==> config.mk <==
export PLATFORM = sky130hd
export DESIGN_NAME = ddr_ccc_target_decoder
export DESIGN_NICKNAME = d
export VERILOG_FILES = /design/src/rtl/ddr_pkg.sv /design/src/rtl/ddr_crc5.sv /design/src/rtl/ddr_ccc_target_decoder.sv
export SDC_FILE = /design/constraint.sdc
export NUM_CORES = 1
export LEC_CHECK = 0
export CAP_MARGIN = 20
export CORE_ASPECT_RATIO = 1.1
export CORE_UTILIZATION = 35
export DETAILED_ROUTE_END_ITERATION = 12
export SKIP_CTS_REPAIR_TIMING = 1
export SYNTH_ARGS = -nofsm -noshare
export SYNTH_HDL_FRONTEND = slang
export SYNTH_HIERARCHICAL = 1
export SYNTH_SLANG_ARGS = --single-unit
==> constraint.sdc <==
create_clock -name i_sys_clk -period 2.8 [get_ports i_sys_clk]
set_clock_uncertainty 0.1 [all_clocks]
set_input_delay 0.42 -clock i_sys_clk [delete_from_list [all_inputs] [get_ports i_sys_clk]]
set_output_delay 0.42 -clock i_sys_clk [all_outputs]
set_load 0.02 [all_outputs]
==> src/rtl/ddr_pkg.sv <==
// rtl/ddr_pkg.sv - shared states, framing constants and parity helper for the HDR-DDR target decoder
package ddr_pkg;

    typedef enum logic [2:0] {
        ST_IDLE,
        ST_CMD,
        ST_PRE,
        ST_WORD,
        ST_CRC,
        ST_SKIP
    } ddr_state_t;

    localparam logic [1:0] PRE_CMD   = 2'b01;
    localparam logic [1:0] PRE_DATA  = 2'b10;
    localparam logic [3:0] CRC_TOKEN = 4'hC;
    localparam logic [4:0] CRC5_INIT = 5'h1F;

    localparam logic [2:0] ERR_CMD_PRE   = 3'd1;
    localparam logic [2:0] ERR_PARITY    = 3'd2;
    localparam logic [2:0] ERR_DATA_PRE  = 3'd3;
    localparam logic [2:0] ERR_CRC_TOKEN = 3'd4;
    localparam logic [2:0] ERR_CRC       = 3'd5;
    localparam logic [2:0] ERR_ABORT     = 3'd6;

    // Returns {P1, P0}: P1 covers odd payload bits, P0 the even bits inverted.
    function automatic logic [1:0] ddr_parity(input logic [15:0] p);
        logic odd_par;
        logic even_par;
        odd_par  = 1'b0;
        even_par = 1'b1;
        for (int i = 0; i < 8; i++) begin
            odd_par  = odd_par ^ p[2*i+1];
            even_par = even_par ^ p[2*i];
        end
        return {odd_par, even_par};
    endfunction

endpackage

==> src/rtl/ddr_crc5.sv <==
// rtl/ddr_crc5.sv - serial CRC5 (x^5+x^2+1) over received payload bits
module ddr_crc5
    import ddr_pkg::*;
(
    input  logic       i_sys_clk,
    input  logic       i_sys_rst,
    input  logic       i_clr,
    input  logic       i_en,
    input  logic       i_din,
    output logic [4:0] o_crc
);

    logic fb;

    assign fb = o_crc[4] ^ i_din;

    always_ff @(posedge i_sys_clk) begin
        if (i_sys_rst || i_clr) begin
            o_crc <= CRC5_INIT;
        end else if (i_en) begin
            o_crc <= {o_crc[3:0], 1'b0} ^ {2'b00, fb, 1'b0, fb};
        end
    end

endmodule

==> src/rtl/ddr_ccc_target_decoder.sv <==
// rtl/ddr_ccc_target_decoder.sv - HDR-DDR target receiver: frames words, decodes CCC/private writes, checks parity and CRC5
module ddr_ccc_target_decoder
    import ddr_pkg::*;
#(
    parameter logic [6:0] BCAST_ADDR = 7'h7E,
    parameter int         WCNT_W     = 8
) (
    input  logic              i_sys_clk,
    input  logic              i_sys_rst,
    input  logic              i_en,
    input  logic              i_scl_pos_edge,
    input  logic              i_scl_neg_edge,
    input  logic              i_sda,
    input  logic [6:0]        i_dyn_addr,
    input  logic              i_hdr_restart,
    input  logic              i_hdr_exit,
    output logic              o_ccc_valid,
    output logic [7:0]        o_ccc_value,
    output logic [7:0]        o_ccc_db,
    output logic              o_data_valid,
    output logic [15:0]       o_data,
    output logic [WCNT_W-1:0] o_word_cnt,
    output logic              o_read_req,
    output logic              o_done,
    output logic              o_err,
    output logic [2:0]        o_err_code
);

    ddr_state_t  state;
    logic [4:0]  bit_cnt;
    logic [18:0] shreg;
    logic [19:0] sh_next;
    logic        ccc_pending;
    logic        strobe;
    logic        abort;
    logic        parity_ok;
    logic [6:0]  cmd_addr;
    logic        cmd_rnw;
    logic        addr_hit;
    logic        crc_clr;
    logic        crc_en;
    logic [4:0]  crc_val;

    assign strobe    = i_scl_pos_edge | i_scl_neg_edge;
    assign abort     = i_hdr_exit | i_hdr_restart;
    // The last 18 bits of any word are payload[15:0] followed by {P1, P0}.
    assign sh_next   = {shreg, i_sda};
    assign parity_ok = (ddr_parity(sh_next[17:2]) == sh_next[1:0]);
    assign cmd_rnw   = sh_next[17];
    assign cmd_addr  = sh_next[9:3];
    assign addr_hit  = (cmd_addr == BCAST_ADDR) || (cmd_addr == i_dyn_addr);

    // CRC sits at init for the whole command word, so every transaction start reseeds it.
    assign crc_clr = (state == ST_CMD);
    assign crc_en  = i_en && (state == ST_WORD) && strobe && !abort && (bit_cnt < 5'd16);

    ddr_crc5 u_crc5 (
        .i_sys_clk (i_sys_clk),
        .i_sys_rst (i_sys_rst),
        .i_clr     (crc_clr),
        .i_en      (crc_en),
        .i_din     (i_sda),
        .o_crc     (crc_val)
    );

    always_ff @(posedge i_sys_clk) begin
        if (i_sys_rst) begin
            state        <= ST_IDLE;
            bit_cnt      <= '0;
            shreg        <= '0;
            ccc_pending  <= 1'b0;
            o_ccc_valid  <= 1'b0;
            o_ccc_value  <= '0;
            o_ccc_db     <= '0;
            o_data_valid <= 1'b0;
            o_data       <= '0;
            o_word_cnt   <= '0;
            o_read_req   <= 1'b0;
            o_done       <= 1'b0;
            o_err        <= 1'b0;
            o_err_code   <= '0;
        end else begin
            o_ccc_valid  <= 1'b0;
            o_data_valid <= 1'b0;
            o_read_req   <= 1'b0;
            o_done       <= 1'b0;
            o_err        <= 1'b0;
            if (!i_en) begin
                state   <= ST_IDLE;
                bit_cnt <= '0;
            end else begin
                case (state)
                    ST_IDLE: begin
                        state       <= ST_CMD;
                        bit_cnt     <= '0;
                        o_word_cnt  <= '0;
                        ccc_pending <= 1'b0;
                    end
                    ST_SKIP: begin
                        if (i_hdr_restart) begin
                            state       <= ST_CMD;
                            bit_cnt     <= '0;
                            o_word_cnt  <= '0;
                            ccc_pending <= 1'b0;
                        end else if (i_hdr_exit) begin
                            state <= ST_IDLE;
                        end
                    end
                    default: begin
                        if (abort) begin
                            o_err      <= 1'b1;
                            o_err_code <= ERR_ABORT;
                            bit_cnt    <= '0;
                            if (i_hdr_exit) begin
                                state <= ST_IDLE;
                            end else begin
                                state       <= ST_CMD;
                                o_word_cnt  <= '0;
                                ccc_pending <= 1'b0;
                            end
                        end else if (strobe) begin
                            shreg   <= sh_next[18:0];
                            bit_cnt <= bit_cnt + 5'd1;
                            case (state)
                                ST_CMD: if (bit_cnt == 5'd19) begin
                                    bit_cnt <= '0;
                                    if (sh_next[19:18] != PRE_CMD) begin
                                        o_err      <= 1'b1;
                                        o_err_code <= ERR_CMD_PRE;
                                        state      <= ST_SKIP;
                                    end else if (!parity_ok) begin
                                        o_err      <= 1'b1;
                                        o_err_code <= ERR_PARITY;
                                        state      <= ST_SKIP;
                                    end else if (!addr_hit) begin
                                        state <= ST_SKIP;
                                    end else if (cmd_rnw) begin
                                        o_read_req <= 1'b1;
                                        state      <= ST_SKIP;
                                    end else begin
                                        ccc_pending <= (cmd_addr == BCAST_ADDR);
                                        state       <= ST_PRE;
                                    end
                                end
                                ST_PRE: if (bit_cnt == 5'd1) begin
                                    bit_cnt <= '0;
                                    if (sh_next[1:0] == PRE_DATA) begin
                                        state <= ST_WORD;
                                    end else if (sh_next[1:0] == PRE_CMD && !ccc_pending) begin
                                        state <= ST_CRC;
                                    end else begin
                                        o_err      <= 1'b1;
                                        o_err_code <= ERR_DATA_PRE;
                                        state      <= ST_SKIP;
                                    end
                                end
                                ST_WORD: if (bit_cnt == 5'd17) begin
                                    bit_cnt <= '0;
                                    if (!parity_ok) begin
                                        o_err      <= 1'b1;
                                        o_err_code <= ERR_PARITY;
                                        state      <= ST_SKIP;
                                    end else if (ccc_pending) begin
                                        o_ccc_valid <= 1'b1;
                                        o_ccc_value <= sh_next[17:10];
                                        o_ccc_db    <= sh_next[9:2];
                                        ccc_pending <= 1'b0;
                                        state       <= ST_PRE;
                                    end else begin
                                        o_data_valid <= 1'b1;
                                        o_data       <= sh_next[17:2];
                                        if (!(&o_word_cnt)) begin
                                            o_word_cnt <= o_word_cnt + WCNT_W'(1);
                                        end
                                        state <= ST_PRE;
                                    end
                                end
                                ST_CRC: if (bit_cnt == 5'd8) begin
                                    bit_cnt <= '0;
                                    state   <= ST_SKIP;
                                    if (sh_next[8:5] != CRC_TOKEN) begin
                                        o_err      <= 1'b1;
                                        o_err_code <= ERR_CRC_TOKEN;
                                    end else if (sh_next[4:0] != crc_val) begin
                                        o_err      <= 1'b1;
                                        o_err_code <= ERR_CRC;
                                    end else begin
                                        o_done <= 1'b1;
                                    end
                                end
                                default: ;
                            endcase
                        end
                    end
                endcase
            end
        end
    end

endmodule

==> impl_results.html <==
<table>
<tr><th>Metric</th><th>Value</th></tr>
<tr><th colspan="2">GRT</th></tr>
<tr><td>Global-route wire length before repair</td><td>18900 um</td></tr>
<tr><td>Number of antenna violations at the first check in global routing</td><td>0</td></tr>
<tr><td>Vias in the first global route</td><td>3744</td></tr>
<tr><td>Global-route congestion overflow total</td><td>0</td></tr>
<tr><td>Total global routing track utilization</td><td>0.196</td></tr>
<tr><td>Pin count of the biggest net entering global routing</td><td>56</td></tr>
<tr><th colspan="2">Cells and area</th></tr>
<tr><td>Count of inserted antenna diode cells</td><td>0</td></tr>
<tr><td>Layout net count</td><td>580</td></tr>
<tr><td>Synth-to-Final Area Change</td><td>32.6%</td></tr>
<tr><td>Final design instance area without fill</td><td>~0.0056 mm2</td></tr>
<tr><td>Reg area</td><td>0.00162 mm2</td></tr>
<tr><td>Area used by multi-input combinational logic</td><td>0.00239 mm2</td></tr>
<tr><td>Filler Cell Count</td><td>1179</td></tr>
<tr><td>Layout cells sized above 1</td><td>0.147</td></tr>
<tr><td>Layout Utilization</td><td>0.481</td></tr>
<tr><th colspan="2">CTS</th></tr>
<tr><td>Number of levels in the clock H-tree</td><td>3</td></tr>
<tr><td>Total clock buffers created by CTS</td><td>9</td></tr>
<tr><td>TritonCTS sink count</td><td>just over 80</td></tr>
<tr><td>Maximum root-to-sink buffer count</td><td>2</td></tr>
<tr><td>Clock tree from TritonCTS</td><td>done</td></tr>
<tr><td>Clock transition at the registers of the reported paths</td><td>~60 ps</td></tr>
<tr><td>Root buffer selected by CTS</td><td>sky130_fd_sc_hd__clkbuf_16</td></tr>
<tr><td>Worst skew pair latency</td><td>340 ps</td></tr>
<tr><th colspan="2">Place</th></tr>
<tr><td>Final weighted congestion in routability-driven placement</td><td>0.884</td></tr>
<tr><td>Placed cell area</td><td>0.00525 mm2</td></tr>
<tr><td>Number of port buffers</td><td>62</td></tr>
<tr><td>Half-perimeter wire length after placement</td><td>8500 um</td></tr>
<tr><th colspan="2">Detailed routing</th></tr>
<tr><td>Final Routed Wirelength</td><td>between 10000 and 15000 um</td></tr>
<tr><td>Number of remaining DRC errors</td><td>0</td></tr>
<tr><td>Count of TritonRoute iterations in the first routing pass</td><td>4</td></tr>
<tr><td>Count of vias placed by the detailed router</td><td>3778</td></tr>
<tr><td>Wirelength per Cell</td><td>16.4 um</td></tr>
<tr><td>Count of antenna-violating nets left after detailed routing</td><td>0</td></tr>
<tr><td>Post-detailed-route via-to-cell ratio</td><td>5.28</td></tr>
<tr><td>DRT iter0 DRCs</td><td>between 150 and 200</td></tr>
<tr><th colspan="2">Worst hold path</th></tr>
<tr><td>WHS Path Cells</td><td>2</td></tr>
<tr><td>Min-Delay Path Class</td><td>flip-flop to flip-flop</td></tr>
<tr><th colspan="2">Worst setup path</th></tr>
<tr><td>WP data required</td><td>2970 ps</td></tr>
<tr><td>Crit path arrival time</td><td>about 2900 ps</td></tr>
<tr><td>Critical Path Start Type</td><td>flip-flop</td></tr>
<tr><td>Worst Path Max Fanout</td><td>7</td></tr>
<tr><td>Number of cells on the worst reg-to-reg path</td><td>7</td></tr>
<tr><td>Critical path capture point type</td><td>flip-flop</td></tr>
<tr><td>Kind of critical path</td><td>flip-flop to flip-flop</td></tr>
<tr><th colspan="2">Power</th></tr>
<tr><td>Areal power density over the cells</td><td>460 mW/mm2</td></tr>
<tr><td>Leakage power of the design</td><td>2.22 nW</td></tr>
<tr><td>Maximum vdd ir drop</td><td>roughly 0.26 mV</td></tr>
<tr><th colspan="2">Synthesis</th></tr>
<tr><td>Syn. warnings</td><td>6</td></tr>
<tr><td>Fraction of synthesized area in multiplexers</td><td>0.129</td></tr>
<tr><td>Number of nets in the synthesized netlist</td><td>slightly below 500</td></tr>
<tr><td>Combined area of all synthesized cells</td><td>0.00421 mm2</td></tr>
<tr><td>Proportion of register bits with asynchronous set or reset after synthesis</td><td>0</td></tr>
<tr><td>Most used DFF post-synth</td><td>sky130_fd_sc_hd__dfxtp_1</td></tr>
<tr><td>Main combinational cell family by area after synthesis</td><td>simple AND/OR/NAND/NOR gates</td></tr>
<tr><td>Synthesized instance count</td><td>469</td></tr>
<tr><td>XOR/XNOR share of the synthesized area</td><td>0.0824</td></tr>
<tr><td>Mean post-synth cell area</td><td>8.97 um2</td></tr>
<tr><td>Simple-gate share of the synthesized area</td><td>0.222</td></tr>
<tr><td>Proportion of netlist area held by the largest area contributor</td><td>0.386</td></tr>
<tr><td>Count of distinct cell types in the synthesized netlist</td><td>63</td></tr>
<tr><td>Cell taking the most area after synthesis</td><td>sky130_fd_sc_hd__dfxtp_1</td></tr>
<tr><td>Synth Register Bits</td><td>81</td></tr>
<tr><td>Top cells by area, synth</td><td>sky130_fd_sc_hd__dfxtp_1, sky130_fd_sc_hd__mux2i_1, sky130_fd_sc_hd__nor2_1</td></tr>
<tr><td>Number of enable-type register cells in the synthesized netlist</td><td>0</td></tr>
<tr><td>Register area share after synthesis</td><td>0.386</td></tr>
<tr><td>Synth Area in Adders</td><td>0.0119</td></tr>
<tr><td>Post-synthesis compound-gate area fraction</td><td>0.120</td></tr>
<tr><th colspan="2">Floorplan</th></tr>
<tr><td>DIE WIDTH</td><td>107 um</td></tr>
<tr><td>Vertical extent of the die</td><td>117 um</td></tr>
<tr><td>CORE AREA</td><td>roughly 0.012 mm2</td></tr>
<tr><td>Total die area</td><td>0.0125 mm2</td></tr>
<tr><td>Initial Utilization</td><td>0.363</td></tr>
<tr><td>Std-Cell Rows</td><td>41</td></tr>
<tr><td>Count of pins on the block boundary</td><td>63</td></tr>
<tr><th colspan="2">STA</th></tr>
<tr><td>Worst-margin pin slew</td><td>580 ps</td></tr>
<tr><td>Max transition margin</td><td>0.613</td></tr>
<tr><td>Unrepaired setup endpoints after global routing</td><td>false</td></tr>
<tr><td>Hold slack</td><td>377 ps</td></tr>
<tr><td>Max Clock Freq</td><td>373 MHz</td></tr>
<tr><td>Total negative slack for setup checks</td><td>0 ps</td></tr>
<tr><td>Shortest clock period the worst path allows after layout</td><td>2680 ps</td></tr>
<tr><td>Setup violation total in the final timing report</td><td>0</td></tr>
<tr><td>Pins Over Slew Limit</td><td>0</td></tr>
<tr><td>Final number of hold-violating endpoints</td><td>0</td></tr>
<tr><td>Period Utilization, post-route</td><td>0.958</td></tr>
<tr><th colspan="2">Run status</th></tr>
<tr><td>Run status</td><td>finished, final reports clean</td></tr>
<tr><th colspan="2">Flow run</th></tr>
<tr><td>Number of max-cap violations</td><td>0</td></tr>
</table>
-- worst max-delay path, cell delays in order, from the launching register on --
cell                        delay (ps)
sky130_fd_sc_hd__dfxtp_1           340
sky130_fd_sc_hd__inv_1              90
sky130_fd_sc_hd__ha_1              220
sky130_fd_sc_hd__nand4bb_1         210
sky130_fd_sc_hd__or3_1             480
sky130_fd_sc_hd__or4_4             600
sky130_fd_sc_hd__or4_1             420
sky130_fd_sc_hd__a21oi_1           160
-- synthesized netlist by cell type (4+ instances only) --
library cell	count
sky130_fd_sc_hd__nor2_1	74
sky130_fd_sc_hd__nand3_1	10
sky130_fd_sc_hd__dfxtp_1	81
sky130_fd_sc_hd__mux2i_1	54
sky130_fd_sc_hd__ha_1	4
sky130_fd_sc_hd__or3_1	8
sky130_fd_sc_hd__inv_1	9
sky130_fd_sc_hd__nor3b_1	4
sky130_fd_sc_hd__clkbuf_1	19
sky130_fd_sc_hd__nor2b_1	7
sky130_fd_sc_hd__o21ai_0	15
sky130_fd_sc_hd__nor3_1	8
sky130_fd_sc_hd__o211ai_1	4
sky130_fd_sc_hd__a21oi_1	17
sky130_fd_sc_hd__nand2b_1	8
sky130_fd_sc_hd__nand4_1	7
sky130_fd_sc_hd__a21boi_0	4
sky130_fd_sc_hd__nand4b_1	4
sky130_fd_sc_hd__buf_2	5
sky130_fd_sc_hd__nand2_1	22
sky130_fd_sc_hd__xnor2_1	18
sky130_fd_sc_hd__o31ai_1	6
sky130_fd_sc_hd__buf_4	6
sky130_fd_sc_hd__or4_1	6
sky130_fd_sc_hd__xor2_1	10
-- layout make-up --
type | count | area share
inverters | 10 | 0.00673
multi-input cells | 346 | 0.429
well taps | 150 | 0.0337
flip-flops and latches | 81 | 0.291
repair buffers | 113 | 0.184
clock buffers | 13 | 0.0485
clock inverters | 3 | 0.00830
-- path summary, 6_finish.rpt --
path / slack, ps / to / from
max reg2reg: 120 / o_word_cnt[7] / bit_cnt[1]
min reg2reg: 380 / o_err_code[1] / o_err_code[1]
max: 120 / o_word_cnt[7] / bit_cnt[1]
min: 380 / o_err_code[1] / o_err_code[1]
-- power breakdown --
part           internal, W  total, W  leakage (nW)  switching, W
Combinational    0.0000745  0.000163          1.42     0.0000886
Sequential         0.00116   0.00116         0.653    0.00000311
Clock             0.000768   0.00124         0.152      0.000473
-- per-layer routing --
metal	part of all wire	global-route usage	wire, um
met5	0	0	0
met4	0.016	0.0840	184
met3	0.046	0.0382	535
met2	0.50	0.344	5810
met1	0.44	0.236	5180
-- cell families (layout without fill, tap and decap cells) --
family          after synthesis  in the layout
compound gates               74             74
xor+xnor                     33             33
fa+ha+maj                     4              4
buf+inv                      43            139
flops                        81             81
mux                          54             54
simple gates                180            181
-- sequential cells by signal, summed over array words and instances (netlist names), 5 cells and up --
register / cells
shreg: 19
o_data: 16
o_ccc_db: 8
o_ccc_value: 8
o_word_cnt: 8
bit_cnt: 5
u_crc5/o_crc: 5
-- layout by cell type, fill, tap and decap left out, types with 4 or more instances in the layout --
| master | count |
|---|---|
| sky130_fd_sc_hd__mux2i_1 | 54 |
| sky130_fd_sc_hd__or4_1 | 6 |
| sky130_fd_sc_hd__o21ai_0 | 15 |
| sky130_fd_sc_hd__buf_4 | 49 |
| sky130_fd_sc_hd__nand2_1 | 22 |
| sky130_fd_sc_hd__nand4b_1 | 4 |
| sky130_fd_sc_hd__dfxtp_1 | 81 |
| sky130_fd_sc_hd__nor2_1 | 74 |
| sky130_fd_sc_hd__nand4_1 | 7 |
| sky130_fd_sc_hd__nor2b_1 | 7 |
| sky130_fd_sc_hd__o31ai_1 | 6 |
| sky130_fd_sc_hd__nand3_1 | 10 |
| sky130_fd_sc_hd__clkdlybuf4s50_1 | 61 |
| sky130_fd_sc_hd__xor2_1 | 10 |
| sky130_fd_sc_hd__nor3b_1 | 4 |
| sky130_fd_sc_hd__clkbuf_16 | 9 |
| sky130_fd_sc_hd__o211ai_1 | 4 |
| sky130_fd_sc_hd__nand2b_1 | 8 |
| sky130_fd_sc_hd__inv_1 | 9 |
| sky130_fd_sc_hd__ha_1 | 4 |
| sky130_fd_sc_hd__a21boi_0 | 4 |
| sky130_fd_sc_hd__nor3_1 | 8 |
| sky130_fd_sc_hd__a21oi_1 | 17 |
| sky130_fd_sc_hd__xnor2_1 | 18 |
| sky130_fd_sc_hd__or3_1 | 8 |
-- per-stage QoR --
| stage | setup slack (ps) | power, W | std cells |
|---|---|---|---|
| final | 118 | 0.00256 | 716 |
| after global routing | 6.04 | 0.00264 | 716 |
| after CTS | 70.6 | 0.00259 | 715 |
| after detailed placement | -276 | 0.00135 | 699 |
| after global placement | -226 | 0.00134 | 699 |
| after floorplan | 252 | 0.00127 | 469 |
(Power assumes the default switching activity.)
